$ cat src/rtl/hazard_pkg.sv
// Shared encodings for the pipeline hazard/control unit: FSM states,
// operand forwarding select codes and a register-match helper.
package hazard_pkg;

    // Halt/drain controller states
    typedef enum logic [1:0] {
        RUN    = 2'd0,
        DRAIN  = 2'd1,
        HALTED = 2'd2
    } state_t;

    // Execute-stage operand source selects
    localparam logic [1:0] FWD_RF  = 2'b00;  // register file value
    localparam logic [1:0] FWD_WB  = 2'b01;  // Writeback result
    localparam logic [1:0] FWD_MEM = 2'b10;  // Memory-stage ALU result

    localparam int REG_W = 5;

    // True when a producing destination register feeds a consumer source.
    // x0 never produces a value, so it never matches.
    function automatic logic reg_match(input logic [REG_W-1:0] rd,
                                       input logic [REG_W-1:0] rs);
        return (rd != 5'd0) && (rd == rs);
    endfunction

endpackage

$ cat src/rtl/hazard_ctrl_fwd_sel.sv
// Forward-select for one Execute-stage operand. Memory-stage results are
// younger than Writeback results, so they win when both match.
module fwd_sel
    import hazard_pkg::*;
(
    input  logic [REG_W-1:0] Rs,
    input  logic [REG_W-1:0] RdM,
    input  logic [REG_W-1:0] RdW,
    input  logic             RegWriteM,
    input  logic             RegWriteW,
    output logic [1:0]       Forward
);

    // Priority select: Memory over Writeback over register file
    always_comb begin
        Forward = FWD_RF;
        if (RegWriteM && reg_match(RdM, Rs)) begin
            Forward = FWD_MEM;
        end else if (RegWriteW && reg_match(RdW, Rs)) begin
            Forward = FWD_WB;
        end else begin
            Forward = FWD_RF;
        end
    end

endmodule

$ cat src/rtl/hazard_ctrl.sv
// Central hazard/control unit for the 5-stage pipeline: load-use stalls,
// branch flushes, operand forwarding, halt/drain sequencing and
// saturating debug event counters.
module hazard_ctrl
    import hazard_pkg::*;
#(
    parameter int DRAIN_CYCLES = 3,
    parameter int CNT_W        = 16
) (
    input  logic             clk,
    input  logic             reset,
    input  logic [REG_W-1:0] Rs1D,
    input  logic [REG_W-1:0] Rs2D,
    input  logic [REG_W-1:0] Rs1E,
    input  logic [REG_W-1:0] Rs2E,
    input  logic [REG_W-1:0] RdE,
    input  logic [REG_W-1:0] RdM,
    input  logic [REG_W-1:0] RdW,
    input  logic             RegWriteM,
    input  logic             RegWriteW,
    input  logic             ResultSrcE0,
    input  logic             PCSrcE,
    input  logic             HaltReq,
    input  logic             CntClr,
    output logic             StallF,
    output logic             StallD,
    output logic             FlushD,
    output logic             FlushE,
    output logic [1:0]       ForwardAE,
    output logic [1:0]       ForwardBE,
    output logic             Halted,
    output logic [CNT_W-1:0] StallCnt,
    output logic [CNT_W-1:0] FlushCnt
);

    // Drain counter only needs to reach DRAIN_CYCLES-1
    localparam int DCW = (DRAIN_CYCLES > 1) ? $clog2(DRAIN_CYCLES) : 1;
    localparam logic [DCW-1:0] DRAIN_LAST = DCW'(DRAIN_CYCLES - 1);
    localparam logic [CNT_W-1:0] CNT_MAX  = {CNT_W{1'b1}};
    localparam logic [CNT_W-1:0] CNT_ONE  = CNT_W'(1);

    state_t           state_r;
    state_t           state_next_s;
    logic [DCW-1:0]   drain_cnt_r;
    logic [DCW-1:0]   drain_cnt_next_s;
    logic             lw_stall_s;
    logic             stall_evt_s;
    logic             halted_r;
    logic [CNT_W-1:0] stall_cnt_r;
    logic [CNT_W-1:0] flush_cnt_r;

    fwd_sel u_fwd_a (
        .Rs        (Rs1E),
        .RdM       (RdM),
        .RdW       (RdW),
        .RegWriteM (RegWriteM),
        .RegWriteW (RegWriteW),
        .Forward   (ForwardAE)
    );

    fwd_sel u_fwd_b (
        .Rs        (Rs2E),
        .RdM       (RdM),
        .RdW       (RdW),
        .RegWriteM (RegWriteM),
        .RegWriteW (RegWriteW),
        .Forward   (ForwardBE)
    );

    // Load in Execute whose destination is read by the Decode instruction
    always_comb begin
        lw_stall_s = ResultSrcE0 && (reg_match(RdE, Rs1D) || reg_match(RdE, Rs2D));
    end

    // Next-state, drain counter and stall/flush outputs per state
    always_comb begin
        state_next_s     = state_r;
        drain_cnt_next_s = drain_cnt_r;
        StallF           = 1'b0;
        StallD           = 1'b0;
        FlushD           = 1'b0;
        FlushE           = 1'b0;
        stall_evt_s      = 1'b0;
        case (state_r)
            RUN: begin
                // A taken branch squashes Decode, so it masks the load-use stall
                StallF      = lw_stall_s && !PCSrcE;
                StallD      = lw_stall_s && !PCSrcE;
                FlushD      = PCSrcE;
                FlushE      = lw_stall_s || PCSrcE;
                stall_evt_s = lw_stall_s && !PCSrcE;
                if (HaltReq) begin
                    state_next_s     = DRAIN;
                    drain_cnt_next_s = '0;
                end else begin
                    state_next_s     = RUN;
                    drain_cnt_next_s = drain_cnt_r;
                end
            end
            DRAIN: begin
                // Hold Decode, feed bubbles; an in-flight branch still redirects
                StallF = !PCSrcE;
                StallD = 1'b1;
                FlushD = PCSrcE;
                FlushE = 1'b1;
                if (drain_cnt_r == DRAIN_LAST) begin
                    state_next_s     = HALTED;
                    drain_cnt_next_s = '0;
                end else begin
                    state_next_s     = DRAIN;
                    drain_cnt_next_s = drain_cnt_r + DCW'(1);
                end
            end
            HALTED: begin
                StallF = 1'b1;
                StallD = 1'b1;
                FlushD = 1'b0;
                FlushE = 1'b1;
                if (!HaltReq) begin
                    state_next_s = RUN;
                end else begin
                    state_next_s = HALTED;
                end
            end
            default: begin
                state_next_s     = RUN;
                drain_cnt_next_s = '0;
            end
        endcase
    end

    // State, drain counter and Halted flag registers
    always_ff @(posedge clk or posedge reset) begin
        if (reset) begin
            state_r     <= RUN;
            drain_cnt_r <= '0;
            halted_r    <= 1'b0;
        end else begin
            state_r     <= state_next_s;
            drain_cnt_r <= drain_cnt_next_s;
            halted_r    <= (state_next_s == HALTED);
        end
    end

    // Saturating stall event counter; clear wins over increment
    always_ff @(posedge clk or posedge reset) begin
        if (reset) begin
            stall_cnt_r <= '0;
        end else if (CntClr) begin
            stall_cnt_r <= '0;
        end else if (stall_evt_s && (stall_cnt_r != CNT_MAX)) begin
            stall_cnt_r <= stall_cnt_r + CNT_ONE;
        end else begin
            stall_cnt_r <= stall_cnt_r;
        end
    end

    // Saturating flush event counter; counts taken branches in any state
    always_ff @(posedge clk or posedge reset) begin
        if (reset) begin
            flush_cnt_r <= '0;
        end else if (CntClr) begin
            flush_cnt_r <= '0;
        end else if (PCSrcE && (flush_cnt_r != CNT_MAX)) begin
            flush_cnt_r <= flush_cnt_r + CNT_ONE;
        end else begin
            flush_cnt_r <= flush_cnt_r;
        end
    end

    assign Halted   = halted_r;
    assign StallCnt = stall_cnt_r;
    assign FlushCnt = flush_cnt_r;

endmodule

$ cat config.mk
export PLATFORM = sky130hd
export DESIGN_NAME = hazard_ctrl
export DESIGN_NICKNAME = d
export VERILOG_FILES = /design/src/rtl/hazard_pkg.sv /design/src/rtl/hazard_ctrl_fwd_sel.sv /design/src/rtl/hazard_ctrl.sv
export SDC_FILE = /design/constraint.sdc
export NUM_CORES = 1
export LEC_CHECK = 0
export ABC_AREA = 1
export BUFFER_PORTS_ARGS = -buffer_cell sky130_fd_sc_hd__buf_4
export CORE_AREA = 2 2 84 86
export CTS_CLUSTER_SIZE = 24
export DETAILED_ROUTE_END_ITERATION = 10
export DIE_AREA = 0 0 86 88
export PLACE_DENSITY = 0.68
export SLEW_MARGIN = 15
export SYNTH_ARGS = -nofsm -noshare
export SYNTH_HDL_FRONTEND = slang
export SYNTH_SLANG_ARGS = --single-unit
$ cat constraint.sdc
create_clock -name clk -period 2.86 [get_ports clk]
set_input_delay 0.286 -clock clk [delete_from_list [all_inputs] [get_ports clk]]
set_output_delay 0.286 -clock clk [all_outputs]
set_load 0.03 [all_outputs]
==> impl_metrics.env <==
export IMPL_status="complete, no violations"
export IMPL_multi_input_comb_area_um2=1710
export IMPL_synthTopCellsByCount="117 x nand2_1, 54 x nor2_1, 50 x inv_1"
export IMPL_grt_pass1_vias=2722
export IMPL_slew_limit_headroom_pct=63.7
export IMPL_synth_most_common_cell="nand2_1"
export IMPL_drive_above_1_share_pct=21.4
export IMPL_ioPinCount=84
export IMPL_clock_latency_ns=0.29
export IMPL_leakagePower_nw=1.86
export IMPL_synth_ff_type="dfrtp_1"
export IMPL_worst_pin_slew_ns=0.544
export IMPL_yosysWarnings=0
export IMPL_fin_nets=563
export IMPL_yosysTopAreaCell="dfrtp_1"
export IMPL_synth_area_leaders="dfrtp_1 32%, nand2_1 15%, nand3_1 7.6%"
export IMPL_path_class="reg -> out"
export IMPL_report_power_total_mw=1.48
export IMPL_post_cts_resized=0
export IMPL_power_density_nw_per_um2=405
export IMPL_layout_min_cycle_time_ns=2.08
export IMPL_r2r_cells=8
export IMPL_synth_edf_count=0
export IMPL_die_area_um2=7570
export IMPL_synth_top_area_share_pct=31.9
export IMPL_grt_overflow=0
export IMPL_hold_viol_final=0
export IMPL_cts_sinks=37
export IMPL_cp_end_kind="output port"
export IMPL_numPortBuffers=83
export IMPL_ctsHoldBuffers=0
export IMPL_syn_avg_cell_area_um2=6.73
export IMPL_r2r_slack_ns=1.03
export IMPL_htreeDepth=2
export IMPL_period_share_pct=72.6
export IMPL_fmax_mhz=482
export IMPL_clk_pin_slew_ns=0.07
export IMPL_synth_nets=480
export IMPL_async_flop_share_pct=100
export IMPL_wl_um=7340
export IMPL_antennaDiodeCount=0
export IMPL_wl_per_cell_um=12.3
export IMPL_place_hpwl_um=5620
export IMPL_cts_buffer_depth=2
export IMPL_min_path_type="in -> async"
export IMPL_grt_util_all_layers_pct=19.4
export IMPL_fin_skew_ns=0.00974
export IMPL_fp_dieW_um=86
export IMPL_grt_pass1_wl_um=12100
export IMPL_die_h_um=88
export IMPL_setup_viol=0
export IMPL_antenna_found_initial=0
export IMPL_crit_required_ns=2.57
export IMPL_cts_tree="done"
export IMPL_viasPerCell=5.06
export IMPL_arrival_ns=1.79
export IMPL_drv_slew=0
export IMPL_initial_core_util_pct=43.7
export IMPL_place_gp_congestion=0.897
export IMPL_fillCellCount=649
export IMPL_syn_area_um2=2900
export IMPL_rr_endpoint="StallCnt[2]"
export IMPL_rsz0062_at_grt="false"
export IMPL_seq_area_um2=926
export IMPL_synthesis_instances=431
export IMPL_cts_buffers=5
export IMPL_crit_fanout=3
export IMPL_core_area_um2=6640
export IMPL_drtIter0Drc=120
export IMPL_seq_area_frac_synth_pct=31.9
export IMPL_peakVddDrop_mv=0.191
export IMPL_timing_rr_start="StallCnt[0]"
export IMPL_cp_start_kind="flip-flop"
export IMPL_drt_pass1_iterations=5
export IMPL_drc=0
export IMPL_tns_ns=0
export IMPL_postRouteAntennaNets=0
export IMPL_area_growth_pct=26.1
export IMPL_num_rows=30
export IMPL_synthDistinctLibCells=31
export IMPL_num_vias=3010
export IMPL_grt_max_degree=38
export IMPL_synth_seq_cells=37
export IMPL_drv_cap=0
export IMPL_post_cts_setup_buffer_count=0
export IMPL_root_buffer="clkbuf_8"
worst max-delay path, stage by stage (launching register included):
cell	delay, ns
dfrtp_1	0.40
inv_1	0.09
ha_1	0.19
inv_1	0.08
nor2_1	0.27
nand3_1	0.16
a21oi_1	0.15
buf_4	0.17
cell usage in the layout, fill, tap and decap left out, types with 3 or more instances in the layout:
cell	netlist	routed
o21ai_1	11	11
nor4_1	4	4
clkbuf_1	4	3
o22ai_1	3	3
o2111ai_1	3	3
a21oi_1	9	9
dfrtp_1	37	37
nor3_1	16	16
nor2_1	54	54
buf_4	0	84
ha_1	6	6
nand4_1	7	7
or2_2	4	4
xnor2_1	10	10
clkbuf_8	0	5
nand3_1	44	44
xor2_1	17	17
nor3_4	3	3
inv_2	4	4
o21ai_0	10	10
nand2_1	117	117
nand2_2	3	3
inv_1	50	50
flip-flops by register name, summed over array words and instances, names as in the netlist:
register and flops:
FlushCnt 16, Halted 1, StallCnt 16, drain_cnt_r 2, state_r 2
power breakdown:
| group | internal, mW | switching [mW] |
|---|---|---|
| clock network | 0.173 | 0.185 |
| logic | 0.201 | 0.330 |
| registers | 0.559 | 0.0311 |
cell families (layout without fill, tap and decap cells):
logic type	count (synthesis)	count (layout)	share of synthesized area [%]
compound gates	39	39	7.46
buf+inv	63	147	9.02
simple gates	259	259	40.9
flops	37	37	31.9
xor+xnor	27	27	8.15
fa+ha+maj	6	6	2.59
layer usage:
| layer | track usage, % | vias up | routed length, um |
|---|---|---|---|
| met4 | 5.63 | 0 | 75 |
| met2 | 32.7 | 98 | 3410 |
| met5 | 0 | - | 0 |
| li1 | - | 1556 | - |
| met1 | 26.0 | 1351 | 3360 |
| met3 | 2.64 | 5 | 488 |
through the flow:
| stage | instance area, um2 | std cells | hold WS [ns] | utilization (%) | setup slack [ns] |
|---|---|---|---|---|---|
| after floorplan | 2900 | 431 | 0.444 | - | 1.05 |
| after global placement | 3580 | 587 | 0.431 | 53.8 | 1.10 |
| after detailed placement | 3580 | 587 | 0.440 | 53.8 | 1.03 |
| after CTS | 3660 | 595 | 0.130 | 55.0 | 0.789 |
| after global routing | 3660 | 595 | 0.152 | 55.0 | 0.626 |
| final | 3660 | 595 | 0.106 | 55.0 | 0.784 |
how the worst max path moves through the flow:
stage                              end  slack [ns]   startpoint
final                           StallF        0.78   state_r[0]
after global routing            StallF        0.63   state_r[0]
after CTS                       StallF        0.79   state_r[0]
after detailed placement   StallCnt[2]        1.03  StallCnt[1]
after global placement    StallCnt[15]        1.10   state_r[0]
after floorplan            StallCnt[5]        1.05  StallCnt[0]
layout make-up:
type | count | area share, %
clock buffer | 8 | 2.19
inverter | 55 | 5.68
multi-input combinational | 331 | 46.8
sequential | 37 | 25.3
tap | 80 | 2.74
timing repair buffer | 84 | 17.2
No activity file was read; power rests on OpenSTA's default activity.
